$ cat config.mk
export PLATFORM = sky130hd
export DESIGN_NAME = ghash_sequencer
export DESIGN_NICKNAME = d
export VERILOG_FILES = /design/src/rtl/ghash_sequencer.sv
export SDC_FILE = /design/constraint.sdc
export NUM_CORES = 1
export LEC_CHECK = 0
export BUFFER_PORTS_ARGS = -buffer_cell sky130_fd_sc_hd__buf_2
export CAP_MARGIN = 15
export CORE_AREA = 2 2 356 358
export CTS_BUF_LIST = sky130_fd_sc_hd__clkbuf_2
export DETAILED_ROUTE_END_ITERATION = 12
export DIE_AREA = 0 0 358 360
export GPL_ROUTABILITY_DRIVEN = 0
export PLACE_DENSITY_LB_ADDON = 0.1
export SYNTH_ARGS = -nofsm -noshare
export SYNTH_HDL_FRONTEND = slang
export SYNTH_SLANG_ARGS = --single-unit
export TNS_END_PERCENT = 50
$ cat constraint.sdc
create_clock -name clk -period 1.46 [get_ports clk]
set_clock_uncertainty 0.05 [all_clocks]
set_input_delay 0.073 -clock clk [delete_from_list [all_inputs] [get_ports clk]]
set_output_delay 0.073 -clock clk [all_outputs]
set_load 0.005 [all_outputs]
$ cat src/rtl/ghash_sequencer.sv
// ghash_sequencer: drives a multi-block GHASH computation over an external
// ghash core. Accepts a subkey H, then a stream of 128-bit blocks. Each block
// is handed to the core together with the running partial hash. After the
// block flagged last, the final hash is offered on a valid/ready output.
//
// Optional feature macro: GHASH_SEQ_WDOG_EN
//   defined   -> a watchdog bounds each core wait to WDOG_CYCLES cycles. On
//                expiry it raises err and returns the FSM to IDLE.
//   undefined -> no watchdog; err is constant 0 and WAIT lasts until done.
module ghash_sequencer #(
   parameter int GHASH_BITS  = 128,
   parameter int SUBKEY_BITS = 128,
   parameter int WDOG_CYCLES = 64
) (
   input  logic                   clk,
   input  logic                   reset,
   input  logic                   cfg_valid,
   output logic                   cfg_ready,
   input  logic [SUBKEY_BITS-1:0] cfg_subkey,
   input  logic                   s_valid,
   output logic                   s_ready,
   input  logic [GHASH_BITS-1:0]  s_data,
   input  logic                   s_last,
   output logic                   m_valid,
   input  logic                   m_ready,
   output logic [GHASH_BITS-1:0]  m_ghash,
   output logic                   core_en,
   output logic [GHASH_BITS-1:0]  core_g_prev,
   output logic [GHASH_BITS-1:0]  core_data,
   output logic [SUBKEY_BITS-1:0] core_subkey,
   input  logic [GHASH_BITS-1:0]  core_ghash,
   input  logic                   core_done,
   output logic                   busy,
   output logic                   err
);

   typedef enum logic [2:0] {
      S_IDLE  = 3'd0,
      S_LOAD  = 3'd1,
      S_START = 3'd2,
      S_WAIT  = 3'd3,
      S_OUT   = 3'd4
   } state_t;

   state_t                 r_state;
   logic [GHASH_BITS-1:0]  r_acc;
   logic [GHASH_BITS-1:0]  r_data;
   logic [SUBKEY_BITS-1:0] r_subkey;
   logic                   r_last_q;
   logic                   r_core_en;

`ifdef GHASH_SEQ_WDOG_EN
   // Counter wide enough to hold WDOG_CYCLES-1 for any positive limit.
   localparam int WDOG_W = (WDOG_CYCLES > 1) ? $clog2(WDOG_CYCLES + 1) : 1;
   localparam logic [WDOG_W-1:0] WDOG_LAST = WDOG_W'(WDOG_CYCLES - 1);

   logic [WDOG_W-1:0] r_wdog;
   logic              r_err;

   // Main sequencer FSM with watchdog on the core wait.
   always_ff @(posedge clk) begin
      if (reset) begin
         r_state   <= S_IDLE;
         r_acc     <= '0;
         r_data    <= '0;
         r_subkey  <= '0;
         r_last_q  <= 1'b0;
         r_core_en <= 1'b0;
         r_wdog    <= '0;
         r_err     <= 1'b0;
      end else begin
         r_core_en <= 1'b0;
         case (r_state)
            S_IDLE: begin
               if (cfg_valid) begin
                  r_subkey <= cfg_subkey;
                  r_acc    <= '0;
                  r_err    <= 1'b0;
                  r_state  <= S_LOAD;
               end
            end
            S_LOAD: begin
               if (s_valid) begin
                  r_data    <= s_data;
                  r_last_q  <= s_last;
                  r_core_en <= 1'b1;
                  r_state   <= S_START;
               end
            end
            S_START: begin
               r_wdog  <= '0;
               r_state <= S_WAIT;
            end
            S_WAIT: begin
               if (core_done) begin
                  r_acc   <= core_ghash;
                  r_state <= r_last_q ? S_OUT : S_LOAD;
               end else if (r_wdog == WDOG_LAST) begin
                  r_err   <= 1'b1;
                  r_state <= S_IDLE;
               end else begin
                  r_wdog <= r_wdog + WDOG_W'(1);
               end
            end
            S_OUT: begin
               if (m_ready) begin
                  r_state <= S_IDLE;
               end
            end
            default: r_state <= S_IDLE;
         endcase
      end
   end

   assign err = r_err;
`else
   // Main sequencer FSM; the core wait is unbounded in this build.
   always_ff @(posedge clk) begin
      if (reset) begin
         r_state   <= S_IDLE;
         r_acc     <= '0;
         r_data    <= '0;
         r_subkey  <= '0;
         r_last_q  <= 1'b0;
         r_core_en <= 1'b0;
      end else begin
         r_core_en <= 1'b0;
         case (r_state)
            S_IDLE: begin
               if (cfg_valid) begin
                  r_subkey <= cfg_subkey;
                  r_acc    <= '0;
                  r_state  <= S_LOAD;
               end
            end
            S_LOAD: begin
               if (s_valid) begin
                  r_data    <= s_data;
                  r_last_q  <= s_last;
                  r_core_en <= 1'b1;
                  r_state   <= S_START;
               end
            end
            S_START: begin
               r_state <= S_WAIT;
            end
            S_WAIT: begin
               if (core_done) begin
                  r_acc   <= core_ghash;
                  r_state <= r_last_q ? S_OUT : S_LOAD;
               end
            end
            S_OUT: begin
               if (m_ready) begin
                  r_state <= S_IDLE;
               end
            end
            default: r_state <= S_IDLE;
         endcase
      end
   end

   // Constant 0: no watchdog exists in this build (limit must be positive).
   assign err = (WDOG_CYCLES < 0);
`endif

   // Handshake strobes are plain state decodes, forced low during reset.
   assign cfg_ready   = !reset && (r_state == S_IDLE);
   assign s_ready     = !reset && (r_state == S_LOAD);
   assign m_valid     = !reset && (r_state == S_OUT);
   assign busy        = (r_state != S_IDLE);

   // The accumulator doubles as the chaining input and the final result.
   assign m_ghash     = r_acc;
   assign core_g_prev = r_acc;
   assign core_data   = r_data;
   assign core_subkey = r_subkey;
   assign core_en     = r_core_en;

endmodule

==> run summary, run 1 <==
TritonCTS Sinks: 389
Mapped Avg Cell Area: 8.38 sq um
Netlist cell types: 26
post-synthesis cell count: 1828
number of flops mapped to enable cells by yosys: 0
cell accounting for the most synthesized area: dfxtp_1
Post-synth top cells: nand2_1, dfxtp_1, a21oi_1, buf_4, nand2b_1
I/O Pins: 909
CTS Buf Count: 130
Cell Rows: 130
Post-CTS Setup Bufs: 39
synth top area cells: dfxtp_1, nand2_1, a21oi_1
cts repair resizes: 646
synth warn: 0
synthesized cell area: 15300 sq um
post-synth top area share: 0.508
first error: [ERROR RSZ-0060] Max buffer count reached.
Stop stage: clock tree synthesis (4_1_cts)
status: did not finish
hpwl dp: 59700 microns
Synth Flop Type: dfxtp_1
Yosys reg bits: 389
Chip Height: 360 microns
most common cell in the synthesized netlist: nand2_1
cts-stage hold buffer count: 891
die width: 358 microns
CTS max path bufs: 3
number of port buffers: 907
placed cell area: 21400 sq um
H-tree depth: 4
Seq/Total Area, Yosys: 0.508
Placed Cells incl. Taps: 4204
Root Buffer: clkbuf_2
initial core utilization: 0.123
ys async rst share: 0
syn nets: 2219
per-stage QoR:
stage / hold WS (ns) / TNS [ns] / setup WS (ns) / utilization
2_1_floorplan: 0.159 / -20.30 / -0.0903 / -
3_3_place_gp: 0.264 / -73.78 / -0.310 / 0.171
3_5_place_dp: 0.268 / -79.69 / -0.335 / 0.171
kinds of logic after synthesis:
family | after synthesis | synth area share
buffers and inverters | 259 | 0.103
other | 1 | 0.000245
DFF | 389 | 0.508
and+or+nand+nor | 790 | 0.218
muxes | 128 | 0.0836
AOI/OAI and AO/OA | 261 | 0.0862
==> inputs of run 2 (changes only) <==
Settings changed: CORE_AREA 2 2 356 358 to 2 2 350 352, CTS_BUF_LIST sky130_fd_sc_hd__clkbuf_2 to default, DIE_AREA 0 0 358 360 to 0 0 352 354, PLACE_DENSITY_LB_ADDON 0.1 to 0.15.
Clock period 1.46 ns to 1.9 ns, I/O delays scaled along.
==> run 2 against run 1 <==
Synthesized cell count unchanged. The run now ends clean. Synthesized area unchanged.
==> run summary, run 2 <==
DR iter-0 viols: 502
Max Cap Viol: 0
Power Internal: 16500 uW
Post-synth top cells: nand2_1, dfxtp_1, a21oi_1, buf_4, nand2b_1
number of flops mapped to enable cells by yosys: 0
Hold EP: r_last_q
Setup WS post-layout: 0.0888 ns
Worst-Margin Slew: 0.838 ns
Chip Height: 354 microns
sw frac: 0.260
GR Overflow Total: 0
clock network power share: 0.468
synth warn: 0
FF-to-FF path depth: 4
setup slack, reg-to-reg: 0.09 ns
P_sw: 5770 uW
first-pass GRT wire length: 109000 microns
die width: 352 microns
Arrival @ worst endpoint: 2.27 ns
final slew viol count: 0
CTS Buf Count: 53
Synth Flop Type: dfxtp_1
Crit. End Element: flip-flop
Placed Cells incl. Taps: 4158
status: finished, final reports clean
DR WL/cell: 16.1 microns
Worst setup SP type: flip-flop
ANT nets after route: 0
Seq/Total Area, Yosys: 0.508
synth top area cells: dfxtp_1, nand2_1, a21oi_1
slowest CP cell: or4b_4
critical path type: flip-flop to flip-flop
Cell Rows: 128
ys async rst share: 0
worst hold start: s_valid
Flop pwr share: 0.390
worst hold stages: 5
initial antenna violation count: 6
Netlist cell types: 26
cells along the critical path: or4b_4 -> buf_12 -> nand2_1 -> a21oi_1
Comb pwr share: 0.142
WHS: 0.00852 ns
drc violations: 0
most common cell after layout, fill and taps aside: buf_2
Yosys reg bits: 389
PD cells: 823 nW/um^2
fin crit share: 0.953
initial core utilization: 0.127
most common cell in the synthesized netlist: nand2_1
Routed WL: 74800 microns
Slew HR: 0.442
core region area: 121000 sq um
Final Non-Filler Cells: 4652
maximum number of pins on one net before global-route repair: 139
placed cell area: 21200 sq um
Mapped Avg Cell Area: 8.38 sq um
synthesized cell area: 15300 sq um
CP Max Fanout: 128
cell accounting for the most synthesized area: dfxtp_1
Final Hold Viols: 0
Final nets: 3377
f_max: 0.552 GHz
Buf/Inv on CP: 1
# setup viols final: 0
Post-Layout Inst Area: 27000 sq um
worst reg2reg startpoint: r_state[2]
worst vdd ir: 621 uV
worst slack, placed: 0.0353 ns
CTS tree: done
clk_lat worst skew: 0.63 ns
RSZ-0062 raised after global routing: true
commonest non-fill, non-tap cells in the layout: buf_2, nand2_1, dlygate4sd3_1
H-tree depth: 2
via/cell ratio: 3.46
total negative slack: 0 ns
WP data required: 2.36 ns
I/O Pins: 909
vias in the first global route: 16544
layout cell share with drive strength beyond 1: 0.351
via count: 16118
hpwl dp: 55000 microns
slowest cell delay on critical path: 0.57 ns
TritonRoute pass-1 iters: 6
post-synthesis cell count: 1828
syn nets: 2219
reg2reg end: core_subkey[88]
post-synth top area share: 0.508
GRT Resource Usage Total: 0.114
TritonCTS Sinks: 389
Tightest Hold Check Type: primary input to flip-flop
Clk pin slew, worst setup/hold paths: 0.06 ns
Syn-to-layout area delta: 76.2%
number of port buffers: 907
crit path time final: 1.81 ns
Root Buffer: clkbuf_16
leakage power: 0.0121 uW
Top delay family on crit path: simple AND/OR/NAND/NOR gates
Die ar.: 125000 sq um
CTS max path bufs: 3
run 2: repair_timing:
item                       in CTS  in global routing
hold endpoints to repair      389                  0
pin swaps                       0                  1
hold buffers                  392                  0
cloned                          0                  1
gates resized for setup        10                  3
setup endpoints to repair       4                 38
setup buffers                   0                  5
run 2: stage by stage:
step                      utilization  total power, uW
after global routing            0.223            23400
after detailed placement        0.175            11400
final                           0.223            22200
after floorplan                     -             9950
after CTS                       0.223            22800
after global placement          0.175            11400
run 2: worst reg2reg max path: cells and delay by family, from the launching register on:
| family | cells | cell delay [ns] |
|---|---|---|
| compound gates | 1 | 0.08 |
| simple gates | 2 | 1.04 |
| flops | 1 | 0.32 |
| buf+inv | 1 | 0.21 |
run 2: cell type report:
class	count	area, sq um
diodes	2	5.00
clock buffers	78	1540
clock inverters	16	243
fillers	13610	93900
multi-input cells	1180	6040
flip-flops and latches	389	7790
well taps	1625	2030
repair buffers	1362	9350
run 2: worst max path at each step:
stage | startpoint | to | cells past startpoint
2_1_floorplan | r_state[0] | core_g_prev[100] | 5
3_3_place_gp | r_state[2] | core_subkey[121] | 6
3_5_place_dp | r_state[1] | core_data[92] | 5
4_1_cts | r_state[2] | s_ready | 5
5_1_grt | r_state[2] | s_ready | 5
6_report | r_state[2] | core_subkey[88] | 4
run 2: layer usage:
| metal | vias to the layer above | share of wire | wire (microns) | GRT usage |
|---|---|---|---|---|
| met1 | 7392 | 0.40 | 29800 | 0.128 |
| li1 | 8055 | - | - | - |
| met4 | 8 | 0.031 | 2280 | 0.0409 |
| met2 | 563 | 0.50 | 37100 | 0.201 |
| met3 | 100 | 0.075 | 5590 | 0.0383 |
| met5 | - | 0.00080 | 60 | 0 |
run 2: cell families after synthesis:
group,count (synthesis),share of synthesized area
AOI/OAI and AO/OA,261,0.0862
buffers and inverters,259,0.103
DFF,389,0.508
muxes,128,0.0836
other,1,0.000245
and+or+nand+nor,790,0.218
run 2: power by group through the flow:
stage               Clock, uW  Combinational, uW  Sequential, uW
detailed placement          0               2530            8830
global route            11200               3470            8700
floorplan                   0               1090            8860
global placement            0               2540            8830
finish                  10400               3160            8660
CTS                     10900               3230            8660
Note: power is estimated with default switching activity, not from simulation.
==> inputs of run 3 (changes only) <==
Settings changed: CORE_AREA 2 2 350 352 to 10 10 348 350, DIE_AREA 0 0 352 354 to 0 0 358 360.
Clock period 1.9 ns to 2.3 ns, I/O delays scaled along.
==> run 3 against run 2 <==
Clock power shrank 26%. Sequential share of layout area grew 0.61 points. Sequential cell count is the same. First-iteration DRC count grew 30%. Critical endpoint is now core_subkey[106]. Largest power group unchanged.
==> run summary, run 3 (synthesis gave the netlist of run 2 again) <==
CTS Buf Count: 51
GR Overflow Total: 0
f_max: 0.460 GHz
most common cell after layout, fill and taps aside: buf_2
Tightest Hold Check Type: primary input to flip-flop
Worst Setup SP: r_state[2]
TritonCTS Sinks: 389
CTS tree: done
Hold EP: core_en
leakage power: 0.0119 uW
fillers: 12737
Final nets: 3362
Post-CTS Setup Bufs: 0
critical path type: flip-flop to flip-flop
Syn-to-layout area delta: 72.6%
hpwl dp: 64700 microns
worst hold start: s_valid
CP Max Fanout: 64
RSZ-0062 raised after global routing: false
WP data required: 2.75 ns
Worst-Margin Slew: 1.05 ns
Max Cap Viol: 0
Final Non-Filler Cells: 4523
worst slack, placed: 0.126 ns
Chip Height: 360 microns
layout cell share with drive strength beyond 1: 0.344
fin crit share: 0.945
total negative slack: 0 ns
worst reg2reg startpoint: r_state[2]
Slew HR: 0.296
DR WL/cell: 18.9 microns
initial core utilization: 0.135
ANT nets after route: 0
Post-Layout Inst Area: 26400 sq um
clk_lat worst skew: 0.62 ns
Cell Rows: 124
drc violations: 0
reg2reg end: core_subkey[106]
via count: 16133
first-pass GRT wire length: 121000 microns
maximum number of pins on one net before global-route repair: 129
worst vdd ir: 462 uV
Routed WL: 85300 microns
commonest non-fill, non-tap cells in the layout: buf_2, nand2_1, dlygate4sd3_1
crit path time final: 2.17 ns
PD cells: 662 nW/um^2
initial antenna violation count: 9
TritonRoute pass-1 iters: 4
Final Hold Viols: 0
placed cell area: 20800 sq um
Clk pin slew, worst setup/hold paths: 0.06 ns
core region area: 114000 sq um
Setup WS post-layout: 0.125 ns
worst hold stages: 4
setup slack, reg-to-reg: 0.13 ns
final slew viol count: 0
Placed Cells incl. Taps: 4032
CTS max path bufs: 3
number of port buffers: 907
status: finished, final reports clean
FF-to-FF path depth: 5
Crit. End Element: flip-flop
area of the multi-input gates: 6010 sq um
Arrival @ worst endpoint: 2.63 ns
H-tree depth: 2
Worst setup SP type: flip-flop
I/O Pins: 909
Root Buffer: clkbuf_16
vias in the first global route: 17437
register area: 7790 sq um
die width: 358 microns
# setup viols final: 0
via/cell ratio: 3.57
Die ar.: 129000 sq um
DR iter-0 viols: 652
GRT Resource Usage Total: 0.124
==> run 3: cell types whose count changed in the layout (fill, tap and decap cells not counted), moves of 3 or more <==
| cell | before | now |
|---|---|---|
| nand2_1 | 644 | 641 |
| clkbuf_1 | 14 | 18 |
| bufinv_16 | 5 | 1 |
| buf_6 | 3 | 0 |
| dlygate4sd3_1 | 392 | 396 |
| diode_2 | 2 | 5 |
| clkinvlp_4 | 0 | 3 |
| buf_12 | 31 | 19 |
| buf_4 | 30 | 23 |
| clkbuf_8 | 10 | 6 |
==> run 3: final cells by class <==
type                            instances  share of cell area
Multi-Input combinational cell       1180               0.227
Timing Repair Buffer                 1349               0.347
Antenna cell                            5            0.000473
Clock buffer                           76              0.0549
Sequential cell                       389               0.295
Tap cell                             1512              0.0716
Clock inverter                         12             0.00421
==> run 3: where the power goes <==
part	leakage, uW	switching, uW	internal (uW)
registers	0.00316	146	7020
clock network	0.000755	3290	4440
logic	0.00801	1270	1340
total	0.0119	4700	12800
==> run 3: through the flow <==
step                      total power (uW)  utilization  hold slack [ns]
after floorplan                       8220            -            0.201
after global placement                9380        0.183            0.310
after detailed placement              9370        0.183            0.311
after CTS                            18000        0.231            0.102
after global routing                 18400        0.232            0.159
final                                17500        0.232            0.146
==> run 3: worst max path at each step <==
stage	to	slack (ns)
after floorplan	core_g_prev[100]	0.73
after global placement	core_g_prev[8]	0.17
after detailed placement	core_g_prev[96]	0.13
after CTS	core_subkey[106]	0.01
after global routing	core_subkey[106]	0.008
final	core_subkey[106]	0.13
==> run 3: timing repair <==
| item | in CTS | in global routing |
|---|---|---|
| setup endpoints to repair | 0 | 3 |
| hold buffers | 396 | 0 |
| resized for setup | 0 | 7 |
| endpoints found under the hold margin | 388 | 0 |
==> run 3: per-layer routing <==
| layer | global-route usage | up-vias | share of wire |
|---|---|---|---|
| met3 | 0.0477 | 124 | 0.095 |
| met4 | 0.0483 | 8 | 0.038 |
| met1 | 0.134 | 7368 | 0.38 |
| met2 | 0.216 | 603 | 0.49 |
| met5 | 0 | - | 0.00056 |
| li1 | - | 8030 | - |
==> run 3: critical path, cell delays in order (launching register included) <==
cell,delay (ns)
dfxtp_1,0.32
or4b_4,0.64
buf_16,0.22
nand2_2,0.11
a21oi_1,0.06
dlygate4sd3_1,0.54
==> inputs of run 4 (changes only) <==
Clock period 2.3 ns to 2.8 ns, I/O delays scaled along.
==> run 4 against run 3 <==
Non-clock buffer count increased by 35. Setup slack gained 0.12 ns. Largest cell class unchanged. Routed wire length fell by 0.77%. Combinational power down 20%. Power down 14%. Clock power down 8.8%. Sequential share of layout area shrank 0.46 points.
==> run summary, run 4 (synthesis gave the netlist of run 2 again) <==
status: finished, final reports clean
Chip Height: 360 microns
worst vdd ir: 340 uV
reg2reg end: core_data[125]
most common cell after layout, fill and taps aside: buf_2
Final Non-Filler Cells: 4562
cells along the critical path: buf_4 -> and4bb_4 -> buf_12 -> nand2_1 -> a21oi_1 -> dlygate4sd3_1
CTS tree: done
Top Usage Layer GRT: met2
crit path time final: 2.55 ns
Syn-to-layout area delta: 75.3%
I/O Pins: 909
Arrival @ worst endpoint: 3.05 ns
layout cell share with drive strength beyond 1: 0.341
# setup viols final: 0
RSZ-0062 raised after global routing: false
worst reg2reg startpoint: r_state[0]
via/cell ratio: 3.56
met1 usage: 0.137
fin crit share: 0.912
DR iter-0 viols: 685
Final nets: 3398
Tightest Hold Check Type: primary input to flip-flop
die width: 358 microns
GRT Resource Usage Total: 0.124
first-pass GRT wire length: 121000 microns
critical path type: flip-flop to flip-flop
Crit. End Element: flip-flop
CTS Buf Count: 52
WP data required: 3.30 ns
via count: 16222
drc violations: 0
Cell Rows: 124
Worst-Margin Slew: 0.862 ns
slowest cell delay on critical path: 0.61 ns
hpwl dp: 63800 microns
Slew HR: 0.426
commonest non-fill, non-tap cells in the layout: buf_2, nand2_1, dlygate4sd3_1
core region area: 114000 sq um
GR Overflow Total: 0
TritonCTS Sinks: 389
DR WL/cell: 18.5 microns
TritonRoute pass-1 iters: 4
initial core utilization: 0.135
number of port buffers: 907
worst hold start: s_valid
global-route met2 utilization: 0.217
final slew viol count: 0
CTS max path bufs: 3
H-tree depth: 2
Worst setup SP type: flip-flop
initial antenna violation count: 9
Max Cap Viol: 0
Placed Cells incl. Taps: 4026
setup slack, reg-to-reg: 0.25 ns
Clk pin slew, worst setup/hold paths: 0.06 ns
vias in the first global route: 17245
clk_lat worst skew: 0.62 ns
ANT nets after route: 0
total negative slack: 0 ns
slowest CP cell: and4bb_4
CP Max Fanout: 44
PD cells: 560 nW/um^2
total power: 15000 uW
worst hold stages: 4
cts repair resizes: 0
met3 usage: 0.0491
Root Buffer: clkbuf_16
leakage power: 0.0122 uW
Final Hold Viols: 0
Hold EP: core_data[31]
maximum number of pins on one net before global-route repair: 144
Routed WL: 84600 microns
Die ar.: 129000 sq um
f_max: 0.392 GHz
FF-to-FF path depth: 6
fillers: 12701
[run 4: changes by cell type in the layout (fill, tap and decap cells not counted), moves of 3 or more]
cell / change
buf_12: -7
buf_4: +10
bufinv_16: +3
clkbuf_1: -5
clkbuf_8: +10
clkinv_2: -3
dlygate4sd3_1: +36
nand2_1: +3
[run 4: cell type report]
| type | count | area (sq um) | share of cell area |
|---|---|---|---|
| Antenna cell | 3 | 7.51 | 0.000280 |
| Clock buffer | 82 | 1600 | 0.0594 |
| Clock inverter | 12 | 203 | 0.00755 |
| Multi-Input combinational cell | 1180 | 6010 | 0.224 |
| Sequential cell | 389 | 7790 | 0.290 |
| Tap cell | 1512 | 1890 | 0.0705 |
| Timing Repair Buffer | 1384 | 9360 | 0.349 |
[run 4: routing by layer]
metal  vias up  part of all wire
met5         -           0.00056
met4         8             0.025
met3       106             0.098
met2       599              0.49
met1      7418              0.39
li1       8091                 -
[run 4: repair_timing]
action | 4_1_cts | 5_1_grt
hold endpoints to repair | 389 | 0
buffers inserted | 0 | 7
setup endpoints to repair | 0 | 12
hold buffers | 432 | 0
[run 4: how the worst max path moves through the flow]
stage | slack, ns | from | end
global placement | 0.48 | r_state[0] | core_g_prev[64]
detailed placement | 0.43 | r_state[0] | core_g_prev[106]
CTS | 0.03 | r_state[0] | core_g_prev[92]
finish | 0.25 | r_state[0] | core_data[125]
floorplan | 1.23 | r_state[0] | core_g_prev[100]
global route | 0.05 | r_state[0] | core_data[125]
[run 4: metrics by stage]
stage               instance area (sq um)  utilization  setup slack (ns)  hold slack, ns
CTS                                 26800        0.235            0.0251           0.123
floorplan                           15300            -              1.23           0.226
finish                              26900        0.236             0.247           0.183
detailed placement                  20700        0.181             0.429           0.337
global route                        26800        0.236            0.0529           0.161
global placement                    20700        0.181             0.482           0.335
[run 4: report_power, final]
part / switching [uW] / internal (uW) / total [uW]
registers: 118 / 5760 / 5880
clock network: 2770 / 4280 / 7050
logic: 1030 / 1070 / 2100
[run 4: critical path, delay by kind of cell (launching register included)]
kind,cells,cell delay [ns]
AO/OA/AOI/OAI,1,0.12
buffers and inverters,3,1.07
flip-flops,1,0.48
AND/OR/NAND/NOR,2,0.72
